==> src/rtl/nvdla_axil2apb_bridge.sv <==
// AXI4-Lite slave to APB3 master bridge feeding the NVDLA CSB stage.
// One APB transfer in flight; a pready timeout aborts stalled accesses.
module nvdla_axil2apb_bridge #(
  parameter int TIMEOUT_CYC = 256,
  parameter int CNT_W       = 9
) (
  input  logic        pclk,
  input  logic        prstn,
  input  logic        awvalid,
  output logic        awready,
  input  logic [31:0] awaddr,
  input  logic        wvalid,
  output logic        wready,
  input  logic [31:0] wdata,
  input  logic [3:0]  wstrb,
  output logic        bvalid,
  input  logic        bready,
  output logic [1:0]  bresp,
  input  logic        arvalid,
  output logic        arready,
  input  logic [31:0] araddr,
  output logic        rvalid,
  input  logic        rready,
  output logic [31:0] rdata,
  output logic [1:0]  rresp,
  output logic        psel,
  output logic        penable,
  output logic        pwrite,
  output logic [31:0] paddr,
  output logic [31:0] pwdata,
  input  logic [31:0] prdata,
  input  logic        pready
);

  localparam logic [1:0] OKAY   = 2'b00;
  localparam logic [1:0] SLVERR = 2'b10;

  typedef enum logic [2:0] {
    IDLE,
    SETUP,
    ACCESS,
    WRSP,
    RRSP
  } state_t;

  state_t state;
  state_t state_nx;

  logic             last_rd;
  logic [CNT_W-1:0] cnt;
  logic             wr_cand;
  logic             rd_cand;
  logic             wr_gnt;
  logic             rd_gnt;
  logic             strb_ok;
  logic             tmo;
  logic             done;

  // Round-robin: on contention the direction not served last wins.
  always_comb begin
    wr_cand = awvalid & wvalid;
    rd_cand = arvalid;
    wr_gnt  = wr_cand & (~rd_cand | last_rd);
    rd_gnt  = rd_cand & (~wr_cand | ~last_rd);
    strb_ok = (wstrb == 4'hF);
    tmo     = ~pready & (cnt == CNT_W'(TIMEOUT_CYC - 1));
    done    = (state == ACCESS) & (pready | tmo);
  end

  always_ff @(posedge pclk or negedge prstn) begin
    if (!prstn) begin
      state <= IDLE;
    end else begin
      state <= state_nx;
    end
  end

  always_comb begin
    state_nx = state;
    awready  = 1'b0;
    wready   = 1'b0;
    arready  = 1'b0;
    psel     = 1'b0;
    penable  = 1'b0;
    bvalid   = 1'b0;
    rvalid   = 1'b0;
    unique case (state)
      IDLE: begin
        awready = wr_gnt;
        wready  = wr_gnt;
        arready = rd_gnt;
        if (wr_gnt) begin
          state_nx = strb_ok ? SETUP : WRSP;
        end else if (rd_gnt) begin
          state_nx = SETUP;
        end
      end
      SETUP: begin
        psel     = 1'b1;
        state_nx = ACCESS;
      end
      ACCESS: begin
        psel    = 1'b1;
        penable = 1'b1;
        if (pready | tmo) begin
          state_nx = pwrite ? WRSP : RRSP;
        end
      end
      WRSP: begin
        bvalid = 1'b1;
        if (bready) begin
          state_nx = IDLE;
        end
      end
      RRSP: begin
        rvalid = 1'b1;
        if (rready) begin
          state_nx = IDLE;
        end
      end
      default: state_nx = IDLE;
    endcase
  end

  always_ff @(posedge pclk or negedge prstn) begin
    if (!prstn) begin
      last_rd <= 1'b1;
      paddr   <= '0;
      pwdata  <= '0;
      pwrite  <= 1'b0;
      rdata   <= '0;
      bresp   <= OKAY;
      rresp   <= OKAY;
      cnt     <= '0;
    end else begin
      if (awready) begin
        paddr   <= awaddr & 32'hFFFF_FFFC;
        pwdata  <= wdata;
        pwrite  <= 1'b1;
        last_rd <= 1'b0;
        bresp   <= strb_ok ? OKAY : SLVERR;
      end else if (arready) begin
        paddr   <= araddr & 32'hFFFF_FFFC;
        pwrite  <= 1'b0;
        last_rd <= 1'b1;
      end
      if (state == SETUP) begin
        cnt <= '0;
      end else if (state == ACCESS && !pready) begin
        cnt <= cnt + 1'b1;
      end
      // A timed-out read returns zero data with SLVERR.
      if (done) begin
        if (pwrite) begin
          bresp <= pready ? OKAY : SLVERR;
        end else begin
          rdata <= pready ? prdata : 32'h0;
          rresp <= pready ? OKAY : SLVERR;
        end
      end
    end
  end

endmodule

==> config.mk <==
export PLATFORM = sky130hd
export DESIGN_NAME = nvdla_axil2apb_bridge
export DESIGN_NICKNAME = d
export VERILOG_FILES = /design/src/rtl/nvdla_axil2apb_bridge.sv
export SDC_FILE = /design/constraint.sdc
export NUM_CORES = 1
export LEC_CHECK = 0
export CAP_MARGIN = 20
export CORE_MARGIN = 4
export CORE_UTILIZATION = 30
export DETAILED_ROUTE_END_ITERATION = 8
export PLACE_DENSITY = 0.67
export SLEW_MARGIN = 20
export SYNTH_ARGS = -nofsm -noshare
export SYNTH_HDL_FRONTEND = slang
export SYNTH_SLANG_ARGS = --single-unit
==> constraint.sdc <==
create_clock -name pclk -period 1.98 [get_ports pclk]
set_clock_uncertainty 0.15 [all_clocks]
set_input_delay 0.594 -clock pclk [delete_from_list [all_inputs] [get_ports pclk]]
set_output_delay 0.594 -clock pclk [all_outputs]
set_load 0.02 [all_outputs]
# After elaboration in Yosys (flattened, before gate mapping)
# Index checks and enable logic that the tools add are counted.
op_classes:
  n_addsub: 1
  n_mul: 0
  n_eq_ne: 10
  n_shift: 0
  bitwise_logic: 13
  muxes: 28
  n_lt_le_gt_ge: 0
  n_div: 0
  reduce_logical: 8
op_table:
  columns: ["cell", "n"]
  rows:
  - ["$mux W32", 3]
  - ["$mux W3", 6]
  - ["$mux W9", 2]
  - ["$pmux W3 S5", 1]
  - ["$mux W2", 6]
  - ["$mux W1", 10]
  - ["$add A9 B1 Y9 const B", 1]
  - ["$eq A9 B8 Y1 const B", 1]
  - ["$eq A3 B2 Y1 const B", 2]
  - ["$and A1 B1 Y1", 5]
  - ["$not A1 Y1", 5]
  - ["$eq A4 B4 Y1 const B", 1]
  - ["$ne A2 B2 Y1 const B", 2]
  - ["$reduce_and A4 Y1", 1]
  - ["$reduce_bool A2 Y1", 2]
  - ["$eq A3 B1 Y1 const B", 1]
  - ["$eq A3 B3 Y1 const B", 1]
  - ["$logic_not A3 Y1", 1]
  - ["$ne A3 B3 Y1 const B", 1]
  - ["$or A1 B1 Y1", 3]
  - ["$ne A2 B1 Y1 const B", 1]
  - ["$reduce_and A2 Y1", 1]
  - ["$reduce_or A2 Y1", 1]
  - ["$logic_and A1 B1 Y1", 1]
  - ["$logic_not A1 Y1", 1]
totals:
  elab_cells: 69
  memories: 0
  latch_bits: 0
  out_inout_bits: 108
  mem_bits_ro: 0
  reg_bits: 114
  input_bits: 140
  mem_bits_rw: 0

# Depth between registers and ports, before layout
# Gate-level depths: netlist of the first run.
depth:
  ltp_word: 7
  depth_mapped: 9
  depth_no_buf: 8

# Worst setup path before layout of the first run
# No wires, ideal clock.
synth_timing:
  path_kind: "in2out"
  startpoint: "in awvalid"
  endpoint: "out wready"
  path_buffers: 3
  slack_ps: -262
  arrival_ps: 1498
  required_ps: 1236
  path_stages: 5
  cell_sequence: "and2_1 o211a_1 buf_2 buf_4 buf_4"
synth_between:
  elab_chain_len: 3
synth_rtl:
  columns: ["item", "line", "text"]
  rows:
  - ["start, declared", "9", "input logic awvalid,"]
  - ["$and A1 B1 Y1", "61", "wr_cand = awvalid & wvalid;"]
  - ["$and A1 B1 Y1", "63", "wr_gnt = wr_cand & (~rd_cand | last_rd);"]
  - ["$mux W1", null, null]
  - ["end, declared", "13", "output logic wready,"]
# Every way passes these cells.

# Worst setup path after layout of the first run
layout_timing:
  startpoint: "reg state[0]"
  endpoint: "out awready"
layout_between:
  elab_chain_len: 2
layout_rtl:
  columns: ["item", "line", "text"]
  rows:
  - ["start, declared", "46", "state_t state;"]
  - ["start signal, assigned", "74", "state <= state_nx;"]
  - ["$logic_not A3 Y1", "87", "unique case (state)"]
  - ["$mux W1", "87", null]
  - ["end, declared", "10", "output logic awready,"]
# Every way passes these cells.

==> summary.txt, run 1 <==
Floorplanning
  • Horizontal extent of the die: around 130 um
  • Die Area: 0.0170 sq mm
  • Effective utilization at floorplan: a little under a third
  • DIE HEIGHT: 130 um
  • Std-Cell Core Area: 0.0146 sq mm
  • Number of top-level design ports: 248
  • Cell Rows: 44

Route
  • Number of optimization iterations in the first detailed-route pass: 9
  • Detailed-route wire length: about 16,000 um
  • Number of antenna-violating nets in the routed design: 0
  • Vias after detailed routing: 4,069
  • Via density: 4.95
  • Detailed router's first-iteration violation count: 309
  • Residual DRC count: 4
  • Routed WL per cell: 19.0 um

Timing
  • Post-route clock period utilization: 116%
  • Final hold violation count: 0
  • Time the final worst path needs with I/O delays and setup: 2.30 ns
  • Total count of max-transition violations in the final report: 0
  • FMAX: 435 MHz
  • Worst Slack Setup Final: -0.317 ns
  • RSZ-0062 raised after global routing: true
  • Total of endpoints with negative setup slack in the final report: a little over 90

Power and ir drop
  • VDD IR-drop max: 0.000704 V
  • Cell internal pwr: 0.00725 W
  • Leakage dissipation: 3.87 nW
  • Total power per unit cell area: about 1500 mW/mm^2
  • Combinational share of power: 52.0%
  • Sequential Power Share: 32.5%
  • Part of the power in the clock network: between 10% and 20%
  • Total design power: 0.0117 W
  • Reported net switching power: 0.00448 W
  • Net switching fraction of the power: 38.2%

Finish
  • Layout area overhead: 79.4%
  • Most common cell after layout, fill and taps aside: clkdlybuf4s50_1
  • Area of all placed cells without fillers: slightly above 0.008 sq mm
  • Final net count: 776
  • Fill cell total of the finished layout: 1,259
  • Antenna cells: 0
  • Share of post-route cells with drive strength above 1: 23.4%
  • Most frequent cells in the layout: clkdlybuf4s50_1, dfrtp_1, dlygate4sd2_1

CTS
  • Clock slew at reported path FFs: 0.07 ns
  • Clock tree from TritonCTS: built
  • Number of buffers created by CTS: 9
  • Buffer cell driving the clock tree root: clkbuf_16
  • Latest clock arrival within the worst-skew pair: about 0.35 ns
  • H-tree depth: 3
  • Buffer depth of the longest clock path: 2
  • TritonCTS Sinks: about 110

Place
  • IO buf count: 240
  • Post-Place Setup Slack: -0.860 ns
  • Final HPWL from detailed placement: 10,800 um
  • Final weighted congestion of routability-driven global placement: 0.758
  • Instance area after placement: 0.00732 sq mm

Global routing
  • Global-route wire length before repair: approximately 23,000 um
  • Largest net degree at the start of global routing: 52
  • Overflow after GRT: 0
  • Initial antenna violation count: 0
  • All-Layer GR Usage: 17.3%
  • Vias in the first global route: approximately 4,400

Status
  • Violations in the final reports: design-rule violations, negative setup slack
  • Status: finished with violations

Yosys
  • Seq/Total Area, Yosys: 62.0%
  • Number of flops mapped to enable cells by yosys: 0
  • Post-Synthesis Cell Area: 0.00448 sq mm
  • Number of synthesized register bits: 111
  • Syn Inst Count: 343
  • Average size of a mapped cell: 13.1 sq um
  • Number of distinct library cell variants in the gate-level netlist after synthesis: 41
  • Fraction of registers with async set/reset: 100%
  • Dominant synthesized flop cell: dfrtp_1
  • Number of warnings reported in the yosys synthesis log: 0

Setup path
  • Kind of critical path: reg -> out
  • Type of element capturing the critical path: output pin
  • Critical path required time: 1.24 ns
  • Maximum fanout along the worst path: 5
  • Data arrival time of the critical path: 1.55 ns
  • Crit path launch type: register

Worst hold path
  • Kind of path behind the tightest hold check: in -> async

Run
  • Maximum Capacitance Violations: 0
critical path, stage by stage, from the launching register on:
cell	delay, ns
dfrtp_2	0.44
nor3_1	0.25
buf_4	0.17
o211a_4	0.19
buf_4	0.14
metrics by stage:
| step | utilization, % | instances | setup TNS, ns | hold slack (ns) |
|---|---|---|---|---|
| 6_report | 55.1 | 822 | -17.51 | 0.0143 |
| 5_1_grt | 55.1 | 822 | -24.60 | 0.0290 |
| 4_1_cts | 53.6 | 807 | -22.34 | 0.0129 |
| 3_5_place_dp | 50.2 | 777 | -60.00 | 0.344 |
| 3_3_place_gp | 50.2 | 777 | -59.23 | 0.335 |
| 2_1_floorplan | - | 345 | -0.474 | 0.148 |
repair_timing:
| item | in CTS | in global routing |
|---|---|---|
| endpoints found under the setup margin | 204 | 111 |
| gates cloned | 4 | 5 |
| pin swaps | 16 | 41 |
| setup buffers | 11 | 16 |
| gates resized for setup | 169 | 30 |
| hold buffers | 0 | 0 |
power groups by stage:
stage / clock network (W) / registers, W / logic, W
4_1_cts: 0.00189 / 0.00381 / 0.00592
3_3_place_gp: 0 / 0.00384 / 0.00603
6_report: 0.00182 / 0.00381 / 0.00611
2_1_floorplan: 0 / 0.00500 / 0.00188
5_1_grt: 0.00200 / 0.00394 / 0.00652
3_5_place_dp: 0 / 0.00388 / 0.00614
synth_stat cells (2+ instances only):
cell	count	area, sq um
or3_1	4	25.0
nor3b_1	2	15.0
nor3_1	4	20.0
nor2_1	7	26.3
xnor2_1	2	17.5
a21o_1	2	15.0
nand4_1	4	25.0
buf_6	3	33.8
nand2b_1	3	18.8
nand2_1	8	30.0
o21ai_0	7	35.0
and2_1	2	12.5
a21oi_1	4	20.0
mux2_2	32	360
dfrtp_1	110	2750
ha_1	2	25.0
inv_1	34	128
a222oi_1	30	300
clkbuf_1	5	18.8
a22o_1	32	280
nand3_1	8	40.0
buf_4	8	60.1
buf_2	12	60.1
state kept, by name (all words and copies together) (netlist names):
signal   cells
pwdata      32
rdata       32
paddr       30
cnt          9
state        3
bresp        2
last_rd      1
pwrite       1
rresp        1
layout make-up:
type,instances,area (sq um),share of cell area (%)
sequential,111,2780,34.6
inverter,34,130,1.62
tap,184,230,2.86
multi-input combinational,172,1540,19.2
timing repair buffer,306,3070,38.2
clock inverter,4,56.3,0.700
clock buffer,11,233,2.89
routing by layer:
layer	up-vias	wire, um	global-route usage [%]	share of wire [%]
li1	1845	-	-	-
met1	2038	5820	19.9	37
met2	167	8180	29.8	52
met3	19	1360	7.16	8.7
met4	0	280	5.13	1.8
met5	-	0	0	0
final timing paths:
kind | depth (start not counted) | from | slack, ns | endpoint
worst max-delay path | 4 | state[0]$_DFFE_PN0P_ | -0.32 | awready
worst min-delay path | 1 | prstn | 0.01 | pwdata[12]$_DFFE_PN0P_
worst max register to register | 9 | state[2]$_DFFE_PN0P_ | -0.30 | rdata[31]$_DFFE_PN0P_
worst min register to register | 1 | pwdata[21]$_DFFE_PN0P_ | 0.35 | pwdata[21]$_DFFE_PN0P_
max in group asynchronous | 2 | prstn | 1.05 | last_rd$_DFFE_PN1P_
min in group pclk | 1 | pwdata[21]$_DFFE_PN0P_ | 0.35 | pwdata[21]$_DFFE_PN0P_
cells by family after synthesis:
group           synth area share (%)
buf+inv                         6.70
compound gates                  15.7
simple gates                    6.19
mux                             8.26
flops                           62.0
other cells                   0.0836
fa+ha+maj                      0.558
xor+xnor                       0.586
Note: power is estimated with default switching activity, not from simulation.
==> run 2, diff against run 1 <==
- CORE_ASPECT_RATIO: not set -> 1.5
- SETUP_SLACK_MARGIN: not set -> 0.1
==> run 2 against run 1 <==
Net effect:
- the flow finishes with violations (negative setup slack)
- sequential share of layout area fell by 0.65 points
- clock power barely moved
- via count rose by 0.86%
- non-clock buffer count did not move
- global-route usage barely moved
- cell area rose by 1.9%
- register-to-register slack barely moved
- combinational power rose by 4.1%
- critical path type unchanged
==> summary.txt, run 2 (synthesis gave the netlist of run 1 again) <==
Floorplanning
  • Horizontal extent of the die: 108 um
  • Number of top-level design ports: about 250
  • Cell Rows: 54
  • DIE HEIGHT: 158 um
  • Std-Cell Core Area: 0.0146 sq mm
  • Effective utilization at floorplan: 30.7%
  • Die Area: 0.0170 sq mm

CTS
  • Number of buffers created by CTS: 9
  • TritonCTS Sinks: 111
  • Latest clock arrival within the worst-skew pair: 0.35 ns
  • Buffer depth of the longest clock path: 2
  • Clock slew at reported path FFs: 0.08 ns
  • Cts-stage hold buffer count: 0
  • Buffer cell driving the clock tree root: clkbuf_16
  • H-tree depth: 3
  • Clock tree from TritonCTS: built

Status
  • Violations in the final reports: negative setup slack
  • Status: finished with violations

Setup path
  • R2R Setup Slk: -0.29 ns
  • Kind of critical path: reg -> out
  • R2r startpoint: cnt[1]$_DFFE_PN0P_
  • Reg-to-reg endpoint: rdata[0]$_DFFE_PN0P_
  • Critical path required time: 1.24 ns
  • Type of element capturing the critical path: output pin
  • Data arrival time of the critical path: between 1.5 and 2 ns
  • Crit path launch type: register
  • Maximum fanout along the worst path: 6
  • Number of cell instances on the worst register-to-register path: 9

Worst hold path
  • Kind of path behind the tightest hold check: in -> async

Finish
  • Leading registers by flop count: pwdata: 32 flops, rdata: 32 flops, paddr: 30 flops
  • Final core occ: 56.2%
  • Share of post-route cells with drive strength above 1: 26.0%
  • Footprint of the flip-flops and latches: 0.00278 sq mm
  • Most common cell after layout, fill and taps aside: clkdlybuf4s50_1
  • Area of all placed cells without fillers: 0.00820 sq mm
  • Area taken by multi-input logic gates: 0.00167 sq mm
  • Fill cell total of the finished layout: 1,289
  • Antenna cells: 0
  • Layout area overhead: 82.8%
  • Most frequent cells in the layout: clkdlybuf4s50_1, dfrtp_1, dlygate4sd2_1
  • Final net count: 776

Route
  • Via density: between 4 and 5
  • Number of antenna-violating nets in the routed design: 0
  • Residual DRC count: 0
  • Routed WL per cell: 18.9 um
  • Number of optimization iterations in the first detailed-route pass: 5
  • Detailed-route wire length: roughly 16,000 um
  • Detailed router's first-iteration violation count: approximately 260
  • Vias after detailed routing: 4,104

Timing
  • Total of endpoints with negative setup slack in the final report: 41
  • Post-route clock period utilization: 117%
  • Worst hold slack after final layout: 0.0783 ns
  • RSZ-0062 raised after global routing: true
  • Time the final worst path needs with I/O delays and setup: around 2.3 ns
  • Total count of max-transition violations in the final report: 0
  • Worst Slack Setup Final: -0.345 ns
  • Final hold violation count: 0
  • Fin Setup TNS: -9.32 ns
  • FMAX: 430 MHz

Power and ir drop
  • Leakage dissipation: roughly 3.9 nW
  • VDD IR-drop max: 0.000682 V
  • Total power per unit cell area: 1470 mW/mm^2
  • Total design power: 0.0120 W

Global routing
  • Initial antenna violation count: 0
  • Largest net degree at the start of global routing: 64
  • All-Layer GR Usage: 17.3%
  • Vias in the first global route: about 4,300
  • Global-route wire length before repair: 23,000 um
  • Overflow after GRT: 0

Place
  • Final weighted congestion of routability-driven global placement: ~0.77
  • Final HPWL from detailed placement: 10,600 um
  • Instance area after placement: 0.00730 sq mm
  • IO buf count: 240

Run
  • Maximum Capacitance Violations: 0
run 2: worst max path at each step:
| stage | from | to | cells past startpoint |
|---|---|---|---|
| after CTS | state[0]$_DFFE_PN0P_ | wready | 5 |
| final | state[0]$_DFFE_PN0P_ | awready | 5 |
| after global routing | state[0]$_DFFE_PN0P_ | awready | 5 |
| after floorplan | awvalid | wready | 5 |
| after global placement | wvalid | wready | 4 |
| after detailed placement | wvalid | wready | 4 |
run 2: worst max-delay path, stage by stage (launching register included):
cell     delay, ns
dfrtp_1       0.42
buf_6         0.13
nor3_4        0.20
buf_6         0.14
o211a_4       0.19
buf_4         0.15
run 2: what timing repair did:
item                                    in CTS  in global routing
gates cloned                                 4                  5
pin swaps                                    9                 20
resized for setup                          179                 54
setup buffers                               21                 15
endpoints found under the setup margin     209                117
hold endpoints to repair                     0                  0
run 2: routing by layer:
metal	wire (um)	vias to the layer above	track usage [%]
li1	-	1850	-
met1	5820	2050	19.1
met2	8560	178	31.6
met3	1030	26	4.77
met4	403	0	6.20
met5	0	-	0
run 2: stage by stage:
stage / std cells / setup WS (ns)
final: 835 / -0.345
after global routing: 835 / -0.394
after CTS: 823 / -0.324
after detailed placement: 785 / -0.814
after global placement: 785 / -0.814
after floorplan: 345 / -0.100
run 2: report_power, final:
| part | internal (W) | total [W] | switching [W] |
|---|---|---|---|
| Sequential | 0.00328 | 0.00383 | 0.000547 |
| Clock | 0.000911 | 0.00185 | 0.000942 |
| Combinational | 0.00314 | 0.00636 | 0.00323 |
run 2: final cells by class:
type	instances	share of cell area, %
Timing Repair Buffer	306	37.4
Sequential cell	111	33.9
Multi-Input combinational cell	172	20.3
Tap cell	196	2.99
Clock buffer	9	2.75
Inverter	34	1.59
Clock inverter	7	0.992
==> run 3, diff against run 2 <==
- SLEW_MARGIN: 20 -> 25
==> results of run 3 <==
Same layout as run 2: the final DEF is identical, and so are final timing and power.
